[src/rtl/selftest_pkg.sv]
// Shared types and helpers for the nand_cpu self-test sequencer.
// Compare modes, FSM states, LFSR taps and the reference comparison.
package selftest_pkg;

   typedef enum logic [1:0] {
      SLT = 2'd0,
      ULT = 2'd1,
      EQ  = 2'd2,
      ULE = 2'd3
   } cmp_mode_t;

   typedef enum logic [3:0] {
      IDLE,
      HOLD,
      GEN0,
      GEN1,
      WRITE,
      RUN,
      READ,
      CHECK,
      DONE
   } state_t;

   localparam logic [31:0] LFSR_TAPS = 32'h8020_0003;

   // Operands are left-justified so a plain 32-bit signed compare
   // orders narrower two's-complement values correctly.
   function automatic logic expected_result(
      cmp_mode_t   m,
      logic [31:0] a,
      logic [31:0] b,
      int unsigned width
   );
      logic [31:0]        mask;
      logic [31:0]        ua;
      logic [31:0]        ub;
      logic signed [31:0] sa;
      logic signed [31:0] sb;
      int unsigned        sh;
      logic               r;
      sh   = 32 - width;
      mask = 32'hFFFF_FFFF >> sh;
      ua   = a & mask;
      ub   = b & mask;
      sa   = $signed(ua << sh);
      sb   = $signed(ub << sh);
      r    = 1'b0;
      unique case (m)
         SLT: r = (sa < sb);
         ULT: r = (ua < ub);
         EQ:  r = (ua == ub);
         ULE: r = (ua <= ub);
         default: r = 1'b0;
      endcase
      return r;
   endfunction

   function automatic logic [15:0] sat_inc(logic [15:0] v);
      return (v == 16'hFFFF) ? v : v + 16'd1;
   endfunction

endpackage

[src/rtl/cpu_selftest_seq_if.sv]
// Bus between the self-test sequencer and the nand_cpu side:
// CPU reset/halt plus the byte-wide D_MEM port.
interface cpu_selftest_seq_if;

   logic       cpu_n_rst;
   logic       cpu_halt;
   logic       dmem_we;
   logic       dmem_re;
   logic [7:0] dmem_addr;
   logic [7:0] dmem_wdata;
   logic [7:0] dmem_rdata;

   modport master (
      output cpu_n_rst,
      output dmem_we,
      output dmem_re,
      output dmem_addr,
      output dmem_wdata,
      input  cpu_halt,
      input  dmem_rdata
   );

   modport slave (
      input  cpu_n_rst,
      input  dmem_we,
      input  dmem_re,
      input  dmem_addr,
      input  dmem_wdata,
      output cpu_halt,
      output dmem_rdata
   );

endinterface

[src/rtl/cpu_selftest_seq_lfsr32.sv]
// 32-bit Galois LFSR operand source; a zero seed loads as 1.
// Exposes the next-state value so a draw and its step share a cycle.
module lfsr32
   import selftest_pkg::*;
#(
   parameter int OUT_W = 16
) (
   input  logic             clk,
   input  logic             rst,
   input  logic             en,
   input  logic             load,
   input  logic [31:0]      seed,
   output logic [OUT_W-1:0] word,
   output logic [1:0]       top
);

   logic [31:0] state;
   logic [31:0] nxt;

   assign nxt  = {1'b0, state[31:1]}
               ^ (state[0] ? LFSR_TAPS : 32'h0);
   assign word = nxt[OUT_W-1:0];
   assign top  = nxt[31:30];

   always_ff @(posedge clk) begin
      if (rst) begin
         state <= 32'h1;
      end else if (load) begin
         state <= (seed == 32'h0) ? 32'h1 : seed;
      end else if (en) begin
         state <= nxt;
      end
   end

endmodule

[src/rtl/cpu_selftest_seq.sv]
// Self-test sequencer for nand_cpu comparison programs.
// Define SELFTEST_STOP_ON_FAIL_EN to end a run at the first failure.
module cpu_selftest_seq
   import selftest_pkg::*;
#(
   parameter int DATA_W      = 16,
   parameter int NUM_TESTS   = 64,
   parameter int RESULT_ADDR = 2 * DATA_W / 8,
   parameter int TIMEOUT     = 4096,
   parameter int RST_CYCLES  = 2
) (
   input  logic               clk,
   input  logic               rst,
   input  logic               start,
   input  logic [1:0]         mode,
   input  logic [31:0]        seed,
   cpu_selftest_seq_if.master bus,
   output logic               busy,
   output logic               done,
   output logic [15:0]        pass_count,
   output logic [15:0]        fail_count,
   output logic [15:0]        timeout_count
);

   localparam int          NB     = 2 * (DATA_W / 8);
   localparam logic [7:0]  RES_A  = 8'(RESULT_ADDR);
   localparam logic [7:0]  LAST_B = 8'(NB - 1);
   localparam logic [31:0] TMAX   = 32'(TIMEOUT - 1);
   localparam logic [15:0] HMAX   = 16'(RST_CYCLES - 1);

   state_t            st;
   cmp_mode_t         mode_q;
   logic [DATA_W-1:0] op0;
   logic [DATA_W-1:0] op1;
   logic              eq_flag;
   logic [15:0]       idx;
   logic [15:0]       hold_cnt;
   logic [7:0]        bcnt;
   logic [31:0]       timer;

   logic              idle;
   logic              lfsr_en;
   logic [DATA_W-1:0] rnd;
   logic [1:0]        rnd_top;
   logic [2*DATA_W-1:0] ops;
   logic [7:0]        nxt_byte;
   logic              hit;
   logic              to_now;
   logic              pass_now;
   logic              fail_now;
   logic              end_test;
   logic              last;
   logic              stop;

   assign idle    = (st == IDLE) || (st == DONE);
   assign lfsr_en = (st == GEN0) || (st == GEN1);
   assign ops     = {op1, op0};

   lfsr32 #(
      .OUT_W (DATA_W)
   ) u_lfsr (
      .clk  (clk),
      .rst  (rst),
      .en   (lfsr_en),
      .load (idle && start),
      .seed (seed),
      .word (rnd),
      .top  (rnd_top)
   );

   always_comb begin
      nxt_byte = 8'(ops >> {bcnt + 8'd1, 3'b000});
      hit      = bus.dmem_rdata[0]
               == expected_result(mode_q, 32'(op0), 32'(op1), DATA_W);
      // Halt in the final timer cycle still counts as a halt.
      to_now   = (st == RUN) && !bus.cpu_halt && (timer == TMAX);
      pass_now = (st == CHECK) && hit;
      fail_now = ((st == CHECK) && !hit) || to_now;
      end_test = pass_now || fail_now;
      last     = (17'(idx) + 17'd1) >= 17'(NUM_TESTS);
`ifdef SELFTEST_STOP_ON_FAIL_EN
      stop     = last || fail_now;
`else
      stop     = last;
`endif
   end

   always_ff @(posedge clk) begin
      if (rst) begin
         st             <= IDLE;
         mode_q         <= SLT;
         op0            <= '0;
         op1            <= '0;
         eq_flag        <= 1'b0;
         idx            <= '0;
         hold_cnt       <= '0;
         bcnt           <= '0;
         timer          <= '0;
         busy           <= 1'b0;
         done           <= 1'b0;
         pass_count     <= '0;
         fail_count     <= '0;
         timeout_count  <= '0;
         bus.cpu_n_rst  <= 1'b0;
         bus.dmem_we    <= 1'b0;
         bus.dmem_re    <= 1'b0;
         bus.dmem_addr  <= '0;
         bus.dmem_wdata <= '0;
      end else if (end_test) begin
         if (pass_now) pass_count <= sat_inc(pass_count);
         if (fail_now) fail_count <= sat_inc(fail_count);
         if (to_now) timeout_count <= sat_inc(timeout_count);
         bus.cpu_n_rst <= 1'b0;
         if (stop) begin
            st   <= DONE;
            busy <= 1'b0;
            done <= 1'b1;
         end else begin
            st       <= HOLD;
            hold_cnt <= '0;
            idx      <= idx + 16'd1;
         end
      end else begin
         unique case (st)
            IDLE, DONE: begin
               if (start) begin
                  mode_q        <= cmp_mode_t'(mode);
                  pass_count    <= '0;
                  fail_count    <= '0;
                  timeout_count <= '0;
                  idx           <= '0;
                  hold_cnt      <= '0;
                  busy          <= 1'b1;
                  done          <= 1'b0;
                  st            <= HOLD;
               end
            end
            HOLD: begin
               if (hold_cnt == HMAX) st <= GEN0;
               else hold_cnt <= hold_cnt + 16'd1;
            end
            GEN0: begin
               op0     <= rnd;
               eq_flag <= (rnd_top == 2'b00);
               st      <= GEN1;
            end
            GEN1: begin
               op1            <= eq_flag ? op0 : rnd;
               bcnt           <= '0;
               bus.dmem_we    <= 1'b1;
               bus.dmem_addr  <= '0;
               bus.dmem_wdata <= op0[7:0];
               st             <= WRITE;
            end
            WRITE: begin
               if (bcnt == LAST_B) begin
                  bus.dmem_we   <= 1'b0;
                  bus.cpu_n_rst <= 1'b1;
                  timer         <= '0;
                  st            <= RUN;
               end else begin
                  bcnt           <= bcnt + 8'd1;
                  bus.dmem_addr  <= bcnt + 8'd1;
                  bus.dmem_wdata <= nxt_byte;
               end
            end
            RUN: begin
               if (bus.cpu_halt) begin
                  bus.cpu_n_rst <= 1'b0;
                  bus.dmem_re   <= 1'b1;
                  bus.dmem_addr <= RES_A;
                  st            <= READ;
               end else begin
                  timer <= timer + 32'd1;
               end
            end
            READ: begin
               bus.dmem_re <= 1'b0;
               st          <= CHECK;
            end
            CHECK: st <= CHECK;
            default: st <= IDLE;
         endcase
      end
   end

endmodule

[src/flat_wrapper.sv]
// flat-port wrapper written by rule: the top's interface ports become plain ports
module cpu_selftest_seq_flat import selftest_pkg::*;
#(
   parameter int DATA_W      = 16,
   parameter int NUM_TESTS   = 64,
   parameter int RESULT_ADDR = 2 * DATA_W / 8,
   parameter int TIMEOUT     = 4096,
   parameter int RST_CYCLES  = 2
)
  (clk, rst, start, mode, seed, busy, done, pass_count, fail_count, timeout_count, bus_cpu_n_rst, bus_dmem_we, bus_dmem_re, bus_dmem_addr, bus_dmem_wdata, bus_cpu_halt, bus_dmem_rdata);
  cpu_selftest_seq_if bus_i ();
  input  logic clk;
  input  logic rst;
  input  logic start;
  input  logic [1:0] mode;
  input  logic [31:0] seed;
  output logic busy;
  output logic done;
  output logic [15:0] pass_count;
  output logic [15:0] fail_count;
  output logic [15:0] timeout_count;
  output wire logic [$bits(bus_i.cpu_n_rst)-1:0] bus_cpu_n_rst;
  output wire logic [$bits(bus_i.dmem_we)-1:0] bus_dmem_we;
  output wire logic [$bits(bus_i.dmem_re)-1:0] bus_dmem_re;
  output wire logic [$bits(bus_i.dmem_addr)-1:0] bus_dmem_addr;
  output wire logic [$bits(bus_i.dmem_wdata)-1:0] bus_dmem_wdata;
  input wire logic [$bits(bus_i.cpu_halt)-1:0] bus_cpu_halt;
  input wire logic [$bits(bus_i.dmem_rdata)-1:0] bus_dmem_rdata;
  assign bus_cpu_n_rst = bus_i.cpu_n_rst;
  assign bus_dmem_we = bus_i.dmem_we;
  assign bus_dmem_re = bus_i.dmem_re;
  assign bus_dmem_addr = bus_i.dmem_addr;
  assign bus_dmem_wdata = bus_i.dmem_wdata;
  assign bus_i.cpu_halt = bus_cpu_halt;
  assign bus_i.dmem_rdata = bus_dmem_rdata;
  cpu_selftest_seq #(.DATA_W(DATA_W), .NUM_TESTS(NUM_TESTS), .RESULT_ADDR(RESULT_ADDR), .TIMEOUT(TIMEOUT), .RST_CYCLES(RST_CYCLES)) u_core (.clk(clk), .rst(rst), .start(start), .mode(mode), .seed(seed), .bus(bus_i), .busy(busy), .done(done), .pass_count(pass_count), .fail_count(fail_count), .timeout_count(timeout_count));
endmodule
[config.mk]
export PLATFORM = sky130hd
export DESIGN_NAME = cpu_selftest_seq_flat
export DESIGN_NICKNAME = d
export VERILOG_FILES = /design/src/rtl/selftest_pkg.sv /design/src/rtl/cpu_selftest_seq_if.sv /design/src/rtl/cpu_selftest_seq_lfsr32.sv /design/src/rtl/cpu_selftest_seq.sv /design/src/flat_wrapper.sv
export SDC_FILE = /design/constraint.sdc
export NUM_CORES = 1
export LEC_CHECK = 0
export ABC_AREA = 1
export CAP_MARGIN = 10
export CORE_MARGIN = 4
export CORE_UTILIZATION = 64
export CTS_BUF_LIST = sky130_fd_sc_hd__clkbuf_8
export DETAILED_ROUTE_END_ITERATION = 10
export PLACE_DENSITY = 0.95
export SLEW_MARGIN = 20
export SYNTH_ARGS = -nofsm -noshare
export SYNTH_HDL_FRONTEND = slang
export SYNTH_SLANG_ARGS = --single-unit
export TNS_END_PERCENT = 30
[constraint.sdc]
create_clock -name clk -period 3.2 [get_ports clk]
set_input_delay 0.96 -clock clk [delete_from_list [all_inputs] [get_ports clk]]
set_output_delay 0.96 -clock clk [all_outputs]
set_load 0.005 [all_outputs]
==> impl_metrics.toml <==
[layout]
instances_no_fill = 2023
layout-drive-gt1-share_pct = 6.34
areaGrowthSynthToFinish_pct = 16.9
most-common-layout-cells = "nand2_1 (331), nor2_1 (214), dfxtp_1 (212)"
fin_util_pct = 77.2
layout_commonest_cell = "nand2_1"
diodes = 0
nets = 1845

[place]
hpwl_mm = 21.6
gp_congestion = 0.945
portBuffers = 107
placedCellCount = 1961

[global_route]
grt_pass1_wl_mm = 52.2
grt.overflow.total = 0
grt_max_degree = 100
grt_pass1_vias = 11300
antenna_found_initial = 0
grtUsageTotal_pct = 30.4

[route]
wl_mm = 31.1
dr.first_iter.drc_count = 1165
drtPass1Iterations = 6
antenna_left = 0
avgViaCountPerCell = 5.90
wl_per_cell_um = 15.4
via_count = 11900
route.detailed.drc = 0

[synthesis]
synth.ff_latch_count = 212
synth_top_area_share_pct = 36.8
synth_edf_count = 0
synth-seq-area-share_pct = 36.8
yosysUniqueCellTypes = 51
ys_warn_count = 0
synth_top_area_cell = "dfxtp_1"
synth_area_leaders = "dfxtp_1 (37%), nand2_1 (11%), a21oi_1 (8.7%)"
synth_nets = 1748
syn_area_mm2 = 0.0115
synthArstFlopShare_pct = 0
synth-main-ff-cell = "dfxtp_1"
avgSynthCellArea_um2 = 6.88
syn_inst = 1677

[cts]
clock-sinks = 212
cts_tree = "built"
cts_hold_buf = 0
cts-root-buf = "clkbuf_8"
path_clk_slew_ps = 70
numCtsBuffers = 36
htreeDepth = 2
clk_path_buf_depth = 3
ctsResizeCount = 0
clk_latency_ps = 530
post-cts-setup-buffers = 0

[critical_path]
endpoint_kind = "flip-flop"
cp_slowest_cell = "inv_1"
critPathBufInv = 2
crit_top_cell = "nand2_1"
path_max_fanout = 18
crit_required_ps = 3630
slowest_delay_ps = 390
critical_path_class = "flip-flop to flip-flop"
crit_arrival_ps = 3380
crit_path_cell_trace = "inv_1 -> ha_1 -> nand2_1 -> nor3_1 -> nand2_1 -> nand2_1 -> nand2_1 -> nand3_1 -> nand3_1 -> nand3_1 -> nand2_2 -> inv_1 -> nand2_1 -> a21oi_1"
cp_top_family = "simple AND/OR/NAND/NOR gates"
critPathLaunchType = "flip-flop"
rrSetupSlack_ps = 250

[pwr]
ir_drop_mv = 0.449
power_leakage_nw = 5.06
power_per_cell_area_mw_per_mm2 = 564

[run]
drv_cap = 0

[timing]
finalCritPeriodShare_pct = 92.1
finalSetupTns_ps = 0
rsz0062_at_grt = "false"
max_slew_margin_pct = 28.8
fin_skew_ps = 18.2
final-hold-violation-count = 0
tightest_slew_ps = 1070
max_freq_mhz = 339
setup_viol = 0
slew_viol_final = 0
period_needed_ps = 2950

[floorplanning]
ios = 115
die-area_mm2 = 0.0202
die_x_um = 142
die_h_um = 142
initial_utilization_pct = 66.0
rows = 48
coreArea_mm2 = 0.0175

[min_path]
hp-class = "flip-flop to flip-flop"

[run_status]
outcome = "finished clean"
path summary, 6_finish.rpt:
| kind | startpoint | end | cells past startpoint |
|---|---|---|---|
| worst min-delay path | u_core.bus.dmem_addr[1] | u_core.bus.dmem_addr[1] | 2 |
| worst min register to register | u_core.bus.dmem_addr[1] | u_core.bus.dmem_addr[1] | 2 |
| worst max register to register | u_core.op1[15] | u_core.pass_count[4] | 14 |
| worst max-delay path | u_core.op1[15] | u_core.pass_count[4] | 14 |
Yosys cell counts, types with 4 or more instances:
library cell	instances
nand2_4	5
dfxtp_1	212
nor4_1	18
buf_4	4
xor2_1	60
a21oi_1	200
nor2_2	4
xnor2_1	14
a211oi_1	18
buf_6	5
ha_1	25
nor2_1	214
inv_1	167
a221oi_1	15
o21ai_0	96
nand3_1	92
clkbuf_1	51
nand2_1	331
nand3b_1	6
nand4_1	32
nand2_2	5
nor3_1	49
buf_2	9
worst min-delay path, delay by kind of cell (launching register included):
family | cells | cell delay, ps
DFF | 1 | 310
and+or+nand+nor | 1 | 60
AOI/OAI and AO/OA | 1 | 60
layer usage:
metal / wire length (um) / GRT usage, % / part of all wire [%]
met4: 1030 / 13.0 / 3.3
met5: 0 / 0 / 0
met2: 15300 / 52.1 / 49
met3: 2250 / 4.81 / 7.2
met1: 12600 / 38.1 / 40
through the flow:
| step | instance area [um^2] | power (W) | setup slack [ps] | hold slack [ps] |
|---|---|---|---|---|
| 6_report | 13500 | 0.00761 | 253 | 471 |
| 5_1_grt | 13500 | 0.00803 | 55.6 | 490 |
| 4_1_cts | 13500 | 0.00758 | 378 | 472 |
| 3_5_place_dp | 12800 | 0.00513 | 85.7 | 458 |
| 3_3_place_gp | 12800 | 0.00503 | 125 | 453 |
| 2_1_floorplan | 11500 | 0.00453 | 938 | 439 |
logic make-up after synthesis:
kind of cell,synth area share [%]
buffers and inverters,8.42
DFF,36.8
muxes,0.0976
adders and majority gates,2.71
xor gates and xnor gates,5.62
AOI/OAI and AO/OA,16.7
and+or+nand+nor,29.7
flip-flops by register name (all words and copies together), names as in the netlist, 4 cells and up:
signal,cells
u_core.fail_count,16
u_core.u_lfsr.state,32
u_core.timer,32
u_core.idx,16
u_core.hold_cnt,16
u_core.st,4
u_core.bus.dmem_addr,8
u_core.bcnt,8
u_core.timeout_count,16
u_core.bus.dmem_wdata,8
u_core.op1,16
u_core.op0,16
u_core.pass_count,16
final cells by class:
cell class / instances / area, um^2
inverters: 171 / 642
flip-flops and latches: 212 / 4240
clock inverters: 17 / 103
well taps: 225 / 282
fillers: 1270 / 3980
repair buffers: 130 / 1280
multi-input cells: 1223 / 6320
clock buffers: 45 / 619
where the power goes:
part / switching [W] / leakage, nW / internal (W)
Combinational: 0.00133 / 2.93 / 0.000682
Clock: 0.00111 / 0.407 / 0.00135
Sequential: 0.000228 / 1.72 / 0.00291
Total: 0.00267 / 5.06 / 0.00494
(Power assumes the default switching activity.)
